### src/rtl/xor_checksum.sv
// Frame XOR checksum: folds every accepted word of a frame into one word and
// presents it with length, parity, truncation and (in check mode) error flags.
module xor_checksum #(
  parameter int WIDTH   = 8,
  parameter int MAX_LEN = 16,
  parameter int MODE    = 0
) (
  input  logic                           clk,
  input  logic                           rst,
  input  logic                           in_valid,
  output logic                           in_ready,
  input  logic [WIDTH-1:0]               in_data,
  input  logic                           in_last,
  output logic                           out_valid,
  input  logic                           out_ready,
  output logic [WIDTH-1:0]               out_sum,
  output logic                           out_parity,
  output logic [$clog2(MAX_LEN+1)-1:0]   out_len,
  output logic                           out_trunc,
  output logic                           out_err
);

  localparam int LEN_W = $clog2(MAX_LEN + 1);
  localparam logic [LEN_W-1:0] MAX_CNT = LEN_W'(MAX_LEN);

  typedef enum logic [1:0] {
    IDLE  = 2'd0,
    ACCUM = 2'd1,
    HOLD  = 2'd2
  } state_t;

  state_t            state_q, state_d;
  logic [WIDTH-1:0]  acc_q, acc_d;
  logic [LEN_W-1:0]  cnt_q, cnt_d;
  logic              trunc_q, trunc_d;

  logic [WIDTH-1:0]  acc_nxt;
  logic [LEN_W-1:0]  cnt_nxt;
  logic              hold;

  always_ff @(posedge clk) begin
    if (rst) begin
      state_q <= IDLE;
      acc_q   <= '0;
      cnt_q   <= '0;
      trunc_q <= 1'b0;
    end else begin
      state_q <= state_d;
      acc_q   <= acc_d;
      cnt_q   <= cnt_d;
      trunc_q <= trunc_d;
    end
  end

  // The first word of a frame replaces the accumulator; cnt never passes
  // MAX_LEN because reaching it always closes the frame.
  always_comb begin
    acc_nxt = (state_q == ACCUM) ? (acc_q ^ in_data) : in_data;
    cnt_nxt = (state_q == ACCUM) ? (cnt_q + LEN_W'(1)) : LEN_W'(1);
  end

  always_comb begin
    state_d   = state_q;
    acc_d     = acc_q;
    cnt_d     = cnt_q;
    trunc_d   = trunc_q;
    in_ready  = 1'b0;
    out_valid = 1'b0;
    case (state_q)
      IDLE, ACCUM: begin
        in_ready = 1'b1;
        if (in_valid) begin
          acc_d = acc_nxt;
          cnt_d = cnt_nxt;
          if (in_last || (cnt_nxt == MAX_CNT)) begin
            state_d = HOLD;
            trunc_d = !in_last;
          end else begin
            state_d = ACCUM;
            trunc_d = 1'b0;
          end
        end
      end
      HOLD: begin
        out_valid = 1'b1;
        if (out_ready) begin
          state_d = IDLE;
        end
      end
      default: begin
        state_d = IDLE;
      end
    endcase
  end

  // Result fields are only visible while a frame result is being offered.
  assign hold       = (state_q == HOLD);
  assign out_sum    = hold ? acc_q : '0;
  assign out_parity = ^out_sum;
  assign out_len    = hold ? cnt_q : '0;
  assign out_trunc  = hold & trunc_q;
  assign out_err    = (MODE == 1) && hold && (|acc_q);

endmodule

### config.mk
export PLATFORM = sky130hd
export DESIGN_NAME = xor_checksum
export DESIGN_NICKNAME = d
export VERILOG_FILES = /design/src/rtl/xor_checksum.sv
export SDC_FILE = /design/constraint.sdc
export NUM_CORES = 1
export LEC_CHECK = 0
export CORE_MARGIN = 5
export CORE_UTILIZATION = 49
export CTS_CLUSTER_DIAMETER = 40
export DETAILED_ROUTE_END_ITERATION = 12
export GPL_TIMING_DRIVEN = 0
export PLACE_DENSITY = 0.92
export SYNTH_ARGS = -nofsm -noshare
export SYNTH_HDL_FRONTEND = slang
export SYNTH_SLANG_ARGS = --single-unit
### constraint.sdc
create_clock -name clk -period 2.95 [get_ports clk]
set_clock_uncertainty 0.05 [all_clocks]
set_input_delay 0.59 -clock clk [delete_from_list [all_inputs] [get_ports clk]]
set_output_delay 0.59 -clock clk [all_outputs]
set_load 0.03 [all_outputs]
==> results.py, run 1 <==
metrics = {
    "worst_setup_path": {
        "path_max_fanout": 10,
        "critical_path.startpoint_type": "flip-flop",
        "crit_type": "reg -> out",
        "critPathRequiredTime_ps": 2310,
        "setup.worst_path.end_class": "output pin",
        "critPathCapture": "out_trunc",
        "timing.critical_path.max_delay_family": "buffers and inverters",
        "rr_worst_depth": 5,
        "rr_startpoint": "cnt_q[0]",
        "worst_ep_arrival_time_ps": 2140,
        "cpMaxStageDelayCell": "clkdlybuf4s50_1",
        "depth_of_the_critical_timing_path_with_buffers_and_inverters_included": 4,
        "worst-r2r-setup-slack_ps": 1190,
        "cp_cell_sequence": "inv_1, clkbuf_1, and3_1, clkdlybuf4s50_1",
        "stage_delay_of_the_slowest_cell_on_the_critical_path_ps": 670,
        "worstReg2RegEnd": "state_q[1]",
        "cp_num_buf_inv": 3,
        "setup.worst_path.start": "state_q[0]",
    },
    "run": {
        "cap_violations": 0,
    },
    "clock_network": {
        "clock_insertion_delay_worst_skew_ps": 290,
        "cts_inserted_buffers": 3,
        "holdBufCountCts": 0,
        "cts_resized": 0,
        "clk_root_buffer_cell": "clkbuf_4",
        "clock-sinks": 16,
        "tritoncts": "yes",
        "ctsLongestPathBuffers": 2,
        "ctsHtreeMaxLevel": 1,
        "cts.clk_slew.worst_paths_ps": 90,
        "postCtsSetupBuffers": 0,
    },
    "power_and_ir_drop": {
        "p_leak_nw": 0.554,
        "power-per-cell-area_mw_per_mm2": 367,
        "irDropWorstVdd_mv": 0.236,
        "finalPower_w": 0.000492,
    },
    "routing": {
        "detailroute.via_count": 1034,
        "finalWirelength_um": 2680,
        "detailedRoute.firstIterationViolations": 20,
        "drc": 0,
        "post_drt_wl_per_cell_um": 14.7,
        "route.antenna.remaining_nets": 0,
        "detail_route.first_pass.iterations": 4,
        "drt-vias-per-instance": 5.68,
    },
    "sta": {
        "report.final.hold_viol_count": 0,
        "min_period_over_period_pct": 94.1,
        "max_freq_mhz": 360,
        "timing.final.max_slew_violations": 0,
        "finalSetupTns_ps": 0,
        "grt_setup_unrepaired": "no",
        "finalSetupViolations": 0,
        "min_period_ps": 2780,
    },
    "grt": {
        "grt_usage_pct": 18.3,
        "first_global_vias": 1010,
        "initial_antenna_violation_count": 0,
        "grt_pass1_wl_um": 4660,
        "globalRoute.totalOverflow": 0,
        "grt_max_degree": 11,
    },
    "logic_synthesis": {
        "syn-instance-count": 124,
        "yosysTopAreaCell": "dfxtp_1",
        "synthTopCellsByArea": "dfxtp_1 32%, mux2i_1 9.0%, and3_1 8.7%",
        "post_synth_net_total": 138,
        "synth-warning-count": 0,
        "ys_seq_elements": 16,
        "ys_types": 32,
        "mappedNetlistArea_sq_mm": 0.00101,
        "yosysSeqAreaShare_pct": 31.8,
        "yosysTopAreaCellShare_pct": 31.8,
        "syn-mean-instance-area_sq_um": 8.11,
    },
    "hold_path": {
        "hold_class": "reg -> reg",
    },
    "die": {
        "floorplan.die.height_um": 55.3,
        "core_area_sq_mm": 0.00196,
        "pin_count": 31,
        "initial_utilization_pct": 51.3,
        "core.rowCount": 16,
        "floorplan.die_area_sq_mm": 0.00306,
        "x_dimension_of_the_die_um": 55.3,
    },
    "layout": {
        "design.final.nets": 171,
        "n_diodes": 0,
        "layout.cell_area.non_filler_sq_mm": 0.00134,
        "layout_common_cells": "28 x clkdlybuf4s50_1, 16 x dfxtp_1, 14 x and3_1",
        "area.growth.synth_to_final_pct": 33.5,
        "post_route_cells_drive_above_1_share_pct": 8.39,
        "fillerInstances": 172,
        "layout_commonest_cell": "clkdlybuf4s50_1",
        "stdcell_count": 182,
    },
    "placement": {
        "place.detailed.instances": 179,
        "place.gp.congestion": 0.770,
        "numPortBuffers": 28,
        "dp.final_hpwl_um": 1930,
        "dpl-instance-area_sq_mm": 0.00132,
    },
    "run_status": {
        "run_status": "complete, no violations",
    },
}
report_power, final:
group	switching [W]	internal, W
Sequential	0.0000149	0.000227
Combinational	0.0000693	0.0000655
Clock	0.0000679	0.0000475
worst reg2reg max path: cells and delay by family, from the launching register on:
family / cells / cell delay [ps]
adder cells (fa/ha/maj): 1 / 270
AO/OA/AOI/OAI: 1 / 140
AND/OR/NAND/NOR: 3 / 820
flip-flops: 1 / 420
sequential cells by signal, summed over array words and instances, names as in the netlist:
signal / count
acc_q: 8
cnt_q: 5
state_q: 2
trunc_q: 1
layout make-up:
type	count	area [sq um]	share of cell area, %
Buffer	11	51.3	3.82
Multi-Input combinational cell	93	619	46.1
Inverter	4	15.0	1.12
Sequential cell	16	320	23.9
Clock buffer	3	22.5	1.68
Tap cell	27	33.8	2.52
Timing Repair Buffer	28	280	20.9
metal layers:
layer  vias to the layer above  track usage (%)  part of all wire, %
met4                         0             8.68                  3.2
met3                         9             3.03                  7.1
met1                       478             23.4                   42
met5                         -                0                    0
li1                        505                -                    -
met2                        42             29.7                   47
stage by stage:
step	utilization (%)	hold WS (ps)	setup WS, ps
finish	68.4	450	175
global route	68.4	495	47.7
CTS	68.4	444	180
detailed placement	67.3	432	528
global placement	67.3	421	556
floorplan	-	408	1130
worst min-delay path by stage:
stage	from	end	slack, ps	depth (start not counted)
2_1_floorplan	cnt_q[1]	cnt_q[1]	410	2
3_3_place_gp	trunc_q	trunc_q	420	1
3_5_place_dp	cnt_q[1]	cnt_q[1]	430	2
4_1_cts	cnt_q[1]	cnt_q[1]	440	2
5_1_grt	cnt_q[3]	cnt_q[3]	490	2
6_report	cnt_q[1]	cnt_q[1]	450	2
cells by family after synthesis:
logic type      synth area share [%]
simple gates                    27.4
compound gates                  16.7
flops                           31.8
buf+inv                         6.59
mux                             8.96
xor+xnor                        6.97
fa+ha+maj                       1.24
other cells                    0.373
cells in the mapped netlist (all sizes together):
| cell type | n |
|---|---|
| nand2 | 3 |
| a22oi | 9 |
| ha | 1 |
| inv | 4 |
| and4bb | 1 |
| nand3 | 5 |
| a21oi | 3 |
| or3 | 1 |
| nor2b | 2 |
| and3 | 14 |
| nor2 | 11 |
| a31oi | 2 |
| nand2b | 2 |
| conb | 1 |
| nor3 | 2 |
| xnor2 | 6 |
| and3b | 1 |
| clkbuf | 5 |
| dfxtp | 16 |
| or4 | 2 |
| o21a | 1 |
| nor3b | 1 |
| or2b | 2 |
| buf | 6 |
| a32o | 1 |
| o21ai | 11 |
| xor2 | 2 |
| mux2i | 9 |
(Power assumes the default switching activity.)
==> run 2, diff against run 1 <==
--- a/config.mk
+++ b/config.mk
@@ -6,11 +6,12 @@
 export NUM_CORES = 1
 export LEC_CHECK = 0
 export CORE_MARGIN = 5
-export CORE_UTILIZATION = 49
+export CORE_UTILIZATION = 46
 export CTS_CLUSTER_DIAMETER = 40
 export DETAILED_ROUTE_END_ITERATION = 12
 export GPL_TIMING_DRIVEN = 0
-export PLACE_DENSITY = 0.92
+export PLACE_DENSITY = 0.88
+export SKIP_LAST_GASP = 1
 export SYNTH_ARGS = -nofsm -noshare
 export SYNTH_HDL_FRONTEND = slang
 export SYNTH_SLANG_ARGS = --single-unit
==> constraint.sdc (replaced) <==
create_clock -name clk -period 2.9 [get_ports clk]
set_clock_uncertainty 0.05 [all_clocks]
set_input_delay 0.58 -clock clk [delete_from_list [all_inputs] [get_ports clk]]
set_output_delay 0.58 -clock clk [all_outputs]
set_load 0.03 [all_outputs]
==> results.py, run 2 (synthesis results as in run 1) <==
metrics = {
    "clock_network": {
        "postCtsSetupBuffers": 0,
        "ctsHtreeMaxLevel": 1,
        "cts_resized": 0,
        "clk_root_buffer_cell": "clkbuf_4",
        "holdBufCountCts": 0,
        "ctsLongestPathBuffers": 2,
        "cts_inserted_buffers": 3,
        "tritoncts": "yes",
        "clock-sinks": 16,
        "cts.clk_slew.worst_paths_ps": 100,
        "clock_insertion_delay_worst_skew_ps": 290,
    },
    "placement": {
        "dp.final_hpwl_um": 1910,
        "detailedPlace.worstSlack_ps": 496,
        "place.gp.congestion": 0.786,
        "numPortBuffers": 28,
    },
    "layout": {
        "regMostFlops": "acc_q",
        "layout_common_cells": "28 x clkdlybuf4s50_1, 16 x dfxtp_1, 14 x and3_1",
        "post_route_cells_drive_above_1_share_pct": 8.97,
        "top_regs": "acc_q x8, cnt_q x5, state_q x2",
        "area.growth.synth_to_final_pct": 35.0,
        "largest_register_ff_count": 8,
        "layout_commonest_cell": "clkdlybuf4s50_1",
        "design.final.nets": 171,
        "n_diodes": 0,
    },
    "die": {
        "pin_count": 31,
        "core_area_sq_mm": 0.00215,
        "initial_utilization_pct": 46.8,
        "floorplan.die.height_um": 56.8,
        "core.rowCount": 17,
        "x_dimension_of_the_die_um": 56.8,
        "floorplan.die_area_sq_mm": 0.00322,
    },
    "worst_setup_path": {
        "setup.worst_path.end_class": "output pin",
        "rr_worst_depth": 5,
        "crit_type": "reg -> out",
        "path_max_fanout": 10,
        "rr_startpoint": "cnt_q[0]",
        "worst-r2r-setup-slack_ps": 1150,
        "critical_path.startpoint_type": "flip-flop",
        "setup.worst_path.start": "state_q[1]",
        "worst_ep_arrival_time_ps": 2110,
        "critPathRequiredTime_ps": 2270,
        "worstReg2RegEnd": "state_q[1]",
    },
    "grt": {
        "initial_antenna_violation_count": 0,
        "grt_pass1_wl_um": 4330,
        "grt_usage_pct": 16.8,
        "grt_max_degree": 11,
        "globalRoute.totalOverflow": 0,
        "first_global_vias": 941,
    },
    "routing": {
        "detailroute.via_count": 1003,
        "detailedRoute.firstIterationViolations": 36,
        "drt-vias-per-instance": 5.45,
        "route.antenna.remaining_nets": 0,
        "drc": 0,
        "finalWirelength_um": 2590,
        "detail_route.first_pass.iterations": 4,
        "post_drt_wl_per_cell_um": 14.0,
    },
    "sta": {
        "min_period_over_period_pct": 94.4,
        "setup_slack_ps": 163,
        "report.final.hold_viol_count": 0,
        "finalSetupViolations": 0,
        "finalSetupTns_ps": 0,
        "grt_setup_unrepaired": "no",
        "max_freq_mhz": 365,
        "timing.final.max_slew_violations": 0,
        "min_period_ps": 2740,
    },
    "power_and_ir_drop": {
        "p_leak_nw": 0.561,
        "power-per-cell-area_mw_per_mm2": 394,
        "irDropWorstVdd_mv": 0.291,
    },
    "run": {
        "cap_violations": 0,
    },
    "hold_path": {
        "hold_class": "reg -> reg",
        "hold_depth": 1,
        "hold_path_end": "trunc_q",
        "timing.hold.worst.start": "trunc_q",
    },
    "run_status": {
        "run_status": "complete, no violations",
    },
}
## run 2: changes by cell type in the layout (fill, tap and decap cells not counted), sizes merged
cell    delta
clkbuf     +1
## run 2: worst max-delay path: stages (launching register included)
cell and delay, ps:
dfxtp_1 380, buf_2 250, clkbuf_1 290, and3_1 220, clkdlybuf4s50_1 670
## run 2: final cells by class
cell class / instances / area [sq um]
buffer: 11 / 51.3
fill: 182 / 791
timing repair buffer: 28 / 280
clock buffer: 4 / 36.3
tap: 28 / 35.0
multi-input combinational: 93 / 619
sequential: 16 / 320
inverter: 4 / 15.0
## run 2: worst max-delay path by stage
stage	cells past startpoint	endpoint	slack [ps]
2_1_floorplan	4	out_parity	1090
3_3_place_gp	4	out_len[2]	510
3_5_place_dp	4	out_len[3]	500
4_1_cts	4	out_sum[1]	170
5_1_grt	4	out_len[2]	40
6_report	4	out_len[2]	160
## run 2: metal layers
metal	global-route usage, %	part of all wire (%)	vias to the layer above
li1	-	-	506
met1	21.2	45	469
met2	28.1	49	24
met3	2.76	4.2	4
met4	6.95	1.5	0
met5	0	0	-
## run 2: where the power goes
part	total (W)	internal [W]	switching [W]	leakage, nW
Combinational	0.000136	0.0000666	0.0000698	0.409
Sequential	0.000247	0.000231	0.0000153	0.131
Clock	0.000152	0.0000765	0.0000758	0.0210
Total	0.000535	0.000374	0.000161	0.561
## run 2: per-stage QoR
stage	hold WS (ps)	total power, W	util (%)	area, sq um	instances
after global routing	500	0.000562	63.2	1360	184
final	461	0.000535	63.2	1360	184
after global placement	421	0.000382	61.5	1320	180
after detailed placement	438	0.000387	61.5	1320	180
after CTS	462	0.000538	63.2	1360	184
after floorplan	408	0.000340	-	1010	124
